**src/rtl/shift_pkg.sv**
```systemverilog
// Shared types for the multi-cycle shift unit: operation modes and controller states.
package shift_pkg;

    typedef enum logic [1:0] {
        SH_SLL = 2'b00,
        SH_SRL = 2'b01,
        SH_SRA = 2'b10,
        SH_ROL = 2'b11
    } shift_mode_t;

    typedef enum logic [1:0] {
        ST_IDLE,
        ST_SHIFT,
        ST_DONE
    } shift_state_t;

    // Width needed to hold a per-cycle shift amount in the range 0..step.
    function automatic int step_amount_width(input int step);
        return $clog2(step + 1);
    endfunction

endpackage

```
**src/rtl/shift_step.sv**
```systemverilog
// One combinational shift stage: moves value by k (0..STEP) positions in the given mode.
module shift_step
    import shift_pkg::*;
#(
    parameter  int WIDTH = 32,
    parameter  int STEP  = 1,
    localparam int KW    = step_amount_width(STEP)
) (
    input  logic [WIDTH-1:0] value,
    input  logic [KW-1:0]    k,
    input  shift_mode_t      mode,
    input  logic             sign,
    output logic [WIDTH-1:0] result
);

    logic [2*WIDTH-1:0] ext_sra;
    logic [2*WIDTH-1:0] ext_rol;

    always_comb begin
        result  = value;
        // Arithmetic fill comes from the latched sign, not the current MSB.
        ext_sra = {{WIDTH{sign}}, value} >> k;
        ext_rol = {value, value} << k;
        case (mode)
            SH_SLL:  result = value << k;
            SH_SRL:  result = value >> k;
            SH_SRA:  result = ext_sra[WIDTH-1:0];
            SH_ROL:  result = ext_rol[2*WIDTH-1:WIDTH];
            default: result = value;
        endcase
    end

endmodule

```
**src/rtl/shift_unit_seq.sv**
```systemverilog
// Multi-cycle shift unit: loads an operand on start, shifts up to STEP bits per clock,
// then pulses done for one cycle with the result held on C.
//
//   state    | meaning
//   ST_IDLE  | waiting for start; C holds the last result
//   ST_SHIFT | applying min(cnt, STEP) positions per clock
//   ST_DONE  | result valid on C, done pulsed; start still ignored
module shift_unit_seq
    import shift_pkg::*;
#(
    parameter  int WIDTH = 32,
    parameter  int STEP  = 1,
    localparam int SW    = $clog2(WIDTH)
) (
    input  logic             clk,
    input  logic             rst,
    input  logic             start,
    input  logic [WIDTH-1:0] A,
    input  logic [SW-1:0]    SHAMT,
    input  logic [1:0]       MODE,
    output logic             busy,
    output logic             done,
    output logic [WIDTH-1:0] C
);

    localparam int             KW     = step_amount_width(STEP);
    localparam logic [SW:0]    STEP_W = (SW + 1)'(STEP);
    localparam logic [KW-1:0]  STEP_K = KW'(STEP);

    shift_state_t      state;
    shift_state_t      state_next;
    logic [SW-1:0]     cnt;
    logic [SW-1:0]     cnt_next;
    shift_mode_t       mode_q;
    shift_mode_t       mode_next;
    logic              sign_q;
    logic              sign_next;
    logic [WIDTH-1:0]  c_next;
    logic [KW-1:0]     k;
    logic [WIDTH-1:0]  stepped;

    always_comb begin
        k = STEP_K;
        if ({1'b0, cnt} < STEP_W) begin
            k = KW'(cnt);
        end
    end

    shift_step #(
        .WIDTH (WIDTH),
        .STEP  (STEP)
    ) u_step (
        .value  (C),
        .k      (k),
        .mode   (mode_q),
        .sign   (sign_q),
        .result (stepped)
    );

    always_ff @(posedge clk) begin
        if (rst) begin
            state  <= ST_IDLE;
            C      <= '0;
            cnt    <= '0;
            mode_q <= SH_SLL;
            sign_q <= 1'b0;
        end else begin
            state  <= state_next;
            C      <= c_next;
            cnt    <= cnt_next;
            mode_q <= mode_next;
            sign_q <= sign_next;
        end
    end

    always_comb begin
        state_next = state;
        c_next     = C;
        cnt_next   = cnt;
        mode_next  = mode_q;
        sign_next  = sign_q;
        case (state)
            ST_IDLE: begin
                if (start) begin
                    c_next     = A;
                    cnt_next   = SHAMT;
                    mode_next  = shift_mode_t'(MODE);
                    sign_next  = A[WIDTH-1];
                    state_next = (SHAMT != '0) ? ST_SHIFT : ST_DONE;
                end
            end
            ST_SHIFT: begin
                c_next   = stepped;
                cnt_next = cnt - SW'(k);
                if (cnt == SW'(k)) begin
                    state_next = ST_DONE;
                end
            end
            ST_DONE: begin
                state_next = ST_IDLE;
            end
            default: begin
                state_next = ST_IDLE;
            end
        endcase
    end

    assign busy = (state != ST_IDLE);
    assign done = (state == ST_DONE);

endmodule

```
**config.mk**
```make
export PLATFORM = sky130hd
export DESIGN_NAME = shift_unit_seq
export DESIGN_NICKNAME = d
export VERILOG_FILES = /design/src/rtl/shift_pkg.sv /design/src/rtl/shift_step.sv /design/src/rtl/shift_unit_seq.sv
export SDC_FILE = /design/constraint.sdc
export NUM_CORES = 1
export LEC_CHECK = 0
export CORE_MARGIN = 2
export CORE_UTILIZATION = 57
export DETAILED_ROUTE_END_ITERATION = 6
export DONT_BUFFER_PORTS = 1
export PLACE_DENSITY = 0.82
export REMOVE_ABC_BUFFERS = 1
export SLEW_MARGIN = 15
export SYNTH_ARGS = -nofsm -noshare
export SYNTH_HDL_FRONTEND = slang
export SYNTH_SLANG_ARGS = --single-unit
```
**constraint.sdc**
```tcl
create_clock -name clk -period 2.3 [get_ports clk]
set_input_delay 0.69 -clock clk [delete_from_list [all_inputs] [get_ports clk]]
set_output_delay 0.69 -clock clk [all_outputs]
set_load 0.01 [all_outputs]
```
==> Word-level counts from Yosys, hierarchy flattened <==
Index checks and enable logic that the tools add are counted.
{ "totals": {"regBits": 42, "input_bits": 42, "out_inout_bits": 34} }
{ "op_classes": {"n_addsub": 1, "magnitude_cmp": 1, "eq_ne": 8, "n_shift": 4, "muxes": 10, "n_reduce_logical": 8} }
{ "op_table": {"columns": ["cell", "count"], "rows": [
  ["32-bit case mux with 4 select lines", 1],
  ["32-bit case mux with 2 select lines", 1],
  ["64-bit by 1-bit << shifter with 64-bit output", 1],
  ["64-bit by 1-bit right shift with 32-bit output", 1],
  ["32-bit 2-to-1 mux", 1],
  ["32-bit by 1-bit << shifter with 32-bit output", 1],
  ["32-bit by 1-bit right shift with 32-bit output", 1],
  ["5-bit case mux with 2 select lines", 1],
  ["2-bit equality test, second input constant", 3],
  ["2-bit 2-to-1 mux", 3],
  ["2-bit AND reduction", 3],
  ["5-bit by 1-bit equality test with 1-bit output", 1],
  ["5-bit by 1-bit < comparator with 1-bit output, second input constant", 1],
  ["5-bit 2-to-1 mux", 1],
  ["5-bit nonzero test", 1],
  ["5-bit by 1-bit subtractor with 5-bit output", 1],
  ["2-bit by 1-bit equality test with 1-bit output, second input constant", 2],
  ["2-bit zero test", 2],
  ["2-bit inequality test, second input constant", 2],
  ["2-bit case mux with 2 select lines", 1],
  ["2-bit nonzero test", 2],
  ["1-bit 2-to-1 mux", 1]
]} }

==> Longest topological paths before layout <==
{ "logic_depth": {"ltp_word": 5, "mapped_depth": 8} }

==> Hierarchy <==
From an unflattened synthesis, not the netlist that was laid out.
{ "hier_totals": {"cells_unflattened": 372, "area_unflattened_um2": 2959.1} }
{ "by_module_without_submodules": {"columns": ["mod", "n_inst", "cells_per_inst", "area_each_um2", "seq_area_each_um2"], "rows": [
  ["shift_unit_seq", 1, 251, 2113.3, 840.8],
  ["shift_step", 1, 121, 845.8, 0.0]
]} }

==> Worst setup path after synthesis <==
Ideal clock, no wire load.
{ "synth_path": {"path_type": "input -> register", "start": "in rst", "end": "reg C[11]", "setup_ns": 0.088, "arrival_ns": 1.748, "required_time_ns": 2.212, "setup_slack_ns": 0.464, "path_stages": 4, "cell_sequence": "clkbuf_1 -> or3_1 -> buf_2 -> o32ai_2"} }
{ "synth_lines": {"columns": ["item", "line", "rtl"], "rows": [
  ["start: declaration", "shift_unit_seq.sv:16", "input logic rst,"],
  ["end signal: assignment", "shift_unit_seq.sv:69", "C <= c_next;"],
  ["end: declaration", "shift_unit_seq.sv:23", "output logic [WIDTH-1:0] C"]
]} }

==> Worst setup path after layout <==
{ "layout_path": {"start": "reg mode_q[1]", "end": "reg C[27]"} }
{ "layout_via": {"elab_chain_len": 3, "word_cells_on_any_way": 6, "cone_classes": "eq/ne: 3; mux: 2; reduce/logical: 1"} }
{ "layout_lines": {"columns": ["item", "line", "rtl"], "rows": [
  ["start: declaration", "shift_unit_seq.sv:34", "shift_mode_t mode_q;"],
  ["start signal: assignment", "shift_unit_seq.sv:71", "mode_q <= mode_next;"],
  ["2-bit equality test (tied with other cells)", "shift_step.sv:24", "case (mode)"],
  ["32-bit case mux with 4 select lines *", "shift_step.sv:24", null],
  ["32-bit case mux with 2 select lines *", "shift_unit_seq.sv:82", "case (state)"]
]} }
Mark *: on every way between the ends. The rest lies on a longest branch, timed or not.
A chain may end at the register's enable or synchronous reset.

==> impl_metrics.toml <==
[synth]
async_reset_ff_share_pct = 0
syn-instance-count = 315
synth_seq_cells = 42
yosys.cell_types.count = 47
synth-main-ff-cell = "dfxtp_1"
yosys_warnings = 0
ys_seq_area_share_pct = 32.3
synth_edf_count = 0
synthesis.area_um2 = 2600
syn_avg_cell_area_um2 = 8.26

[sta]
rsz0062_at_grt = "no"
finalHoldViolations = 0
worst_pin_slew_ps = 735
fin_skew_ps = 7.33
slew_headroom_pct = 51.0
slew_violations = 0
setup_ws_ps = 159
finalCritPeriodShare_pct = 93.1
hold_ws_ps = 441
finalSetupTns_ps = 0
period_needed_ps = 2140
max_freq_mhz = 467
setup_viol = 0

[global_route]
grt_max_degree = 29
grt_pass1_vias = 2317
grt_use_total_pct = 27.6
grt_first_pass_wirelength_um = 11400
grt-ovfl-total = 0
antenna_found_initial = 0

[route]
routed_via_density = 6.97
wl_per_cell_um = 20.2
drc = 0
ant_nets = 0
drt_iter0_drc = 255
routed_wl_um = 7260
vias = 2510
first_pass_iters = 5

[critical_path]
timing_worst_setup_path_type = "reg -> reg"
critPathLaunchType = "flip-flop"
cp_top_family = "simple AND/OR/NAND/NOR gates"
crit_path_end_kind = "flip-flop"
path_max_fanout = 13
cp.buffers_inverters = 1
cp_slowest_cell = "or3_1"
cpPeakStageDelay_ps = 660
path_cells = "inv_1, ha_1, nor3_1, or3_1, o32ai_1"
critPathRequiredTime_ps = 2470
arrival_ps = 2310

[clocking]
clk_pin_slew_ps = 90
clock_latency_ps = 310
htree_levels = 2
cts_sinks = 42
cts_buffers = 5
tritoncts = "yes"
cts-root-buf = "clkbuf_8"
cts_setup_buffers = 0
clockBufferDepth = 2

[layout]
finalNonFillerCells = 360
num_antenna_cells = 0
fillers = 362
layout_common_cells = "42 x dfxtp_1, 36 x o21ai_0, 24 x nand2_1, 22 x nor2_1, 17 x a21oi_1"
layout.nets = 354
final_common_cell = "dfxtp_1"
area_growth_pct = 4.86
seqCellArea_um2 = 841
multi_input_area_um2 = 1580
drive_above_1_share_pct = 13.0

[floorplanning]
start_util_pct = 59.4
num_io_pins = 76
num_rows = 24
core_um2 = 4380
die_x_um = 71.6
die_h_um = 71.6
die_area_um2 = 5120

[placed_design]
pre_cts_slack_ps = 182
routabilityCongestion = 0.787
io_buffers = 0
placed_cells = 352
place_hpwl_um = 4780

[power_and_ir_drop]
irDropWorstVdd_mv = 0.481
clkPwrFrac_pct = 25.8
cellPowerDensity_nw_per_um2 = 860
pwr-share-comb_pct = 31.0
p_leak_nw = 0.947
p_switching_w = 0.000898
seqPwrFrac_pct = 43.1
p_sw_share_pct = 38.3
p_int_w = 0.00145

[flow_run]
drv_cap = 0

[min_path]
hp-class = "in -> reg"

[outcome]
status = "completed"
-- flip-flops by register name, indices dropped and copies added, names as in the netlist --
register,cells
mode_q,2
state,2
sign_q,1
cnt,5
C,32
-- synth_stat cells (6+ instances only) --
cell,count,area [um^2]
dfxtp_1,42,841
nand2_1,24,90.1
o21ai_0,36,180
inv_1,7,26.3
o21ai_1,13,65.1
nor3_1,6,30.0
nor2_1,22,82.6
a21oi_1,17,85.1
a31oi_1,13,81.3
and3_1,16,100
buf_2,10,50.1
o32ai_2,10,163
a22oi_1,14,105
o221ai_1,16,140
clkbuf_1,9,33.8
-- final cells by class --
cell class,instances,share of cell area (%)
multi-input combinational,239,58.0
sequential,42,30.8
timing repair buffer,12,3.76
clock buffer,6,2.66
tap,52,2.38
clock inverter,2,1.38
inverter,7,0.963
-- layer usage --
metal  global-route usage (%)  vias up  wire (um)
li1                         -     1196          -
met1                     36.4     1173       3010
met2                     44.4      125       3460
met3                     7.88       16        676
met4                     7.13        0        110
met5                        0        -          0
-- final timing paths --
| kind | start | to | slack [ps] | cells past startpoint |
|---|---|---|---|---|
| hold / removal | rst | cnt[4] | 440 | 1 |
| setup reg to reg | mode_q[1] | C[27] | 160 | 5 |
| hold reg to reg | sign_q | sign_q | 460 | 2 |
| setup / recovery | mode_q[1] | C[27] | 160 | 5 |
-- kinds of logic after synthesis --
| family | synth area share, % |
|---|---|
| simple gates | 18.7 |
| compound gates | 39.3 |
| buf+inv | 7.26 |
| flops | 32.3 |
| fa+ha+maj | 2.40 |
-- power groups by stage --
| stage | sequential, W | combinational (W) | clock, W |
|---|---|---|---|
| floorplan | 0.000981 | 0.000528 | 0 |
| global placement | 0.00103 | 0.000690 | 0 |
| detailed placement | 0.00103 | 0.000711 | 0 |
| CTS | 0.00101 | 0.000717 | 0.000600 |
| global route | 0.00103 | 0.000802 | 0.000639 |
| finish | 0.00101 | 0.000728 | 0.000606 |
-- per-stage QoR --
step / utilization (%) / instance area (um^2) / total power, W
final: 62.2 / 2730 / 0.00235
after global routing: 62.2 / 2730 / 0.00247
after CTS: 62.1 / 2720 / 0.00233
after detailed placement: 59.6 / 2610 / 0.00174
after global placement: 59.6 / 2610 / 0.00172
after floorplan: - / 2440 / 0.00151
-- what timing repair did --
item | 4_1_cts | 5_1_grt
setup endpoints to repair | 0 | 1
gates resized for setup | 0 | 1
hold buffers | 0 | 0
-- worst register-to-register path, cell delays in order (launching register included) --
cell and delay (ps):
dfxtp_1 400, inv_1 70, ha_1 330, nor3_1 350, or3_1 660, o32ai_1 210
(Power assumes the default switching activity.)
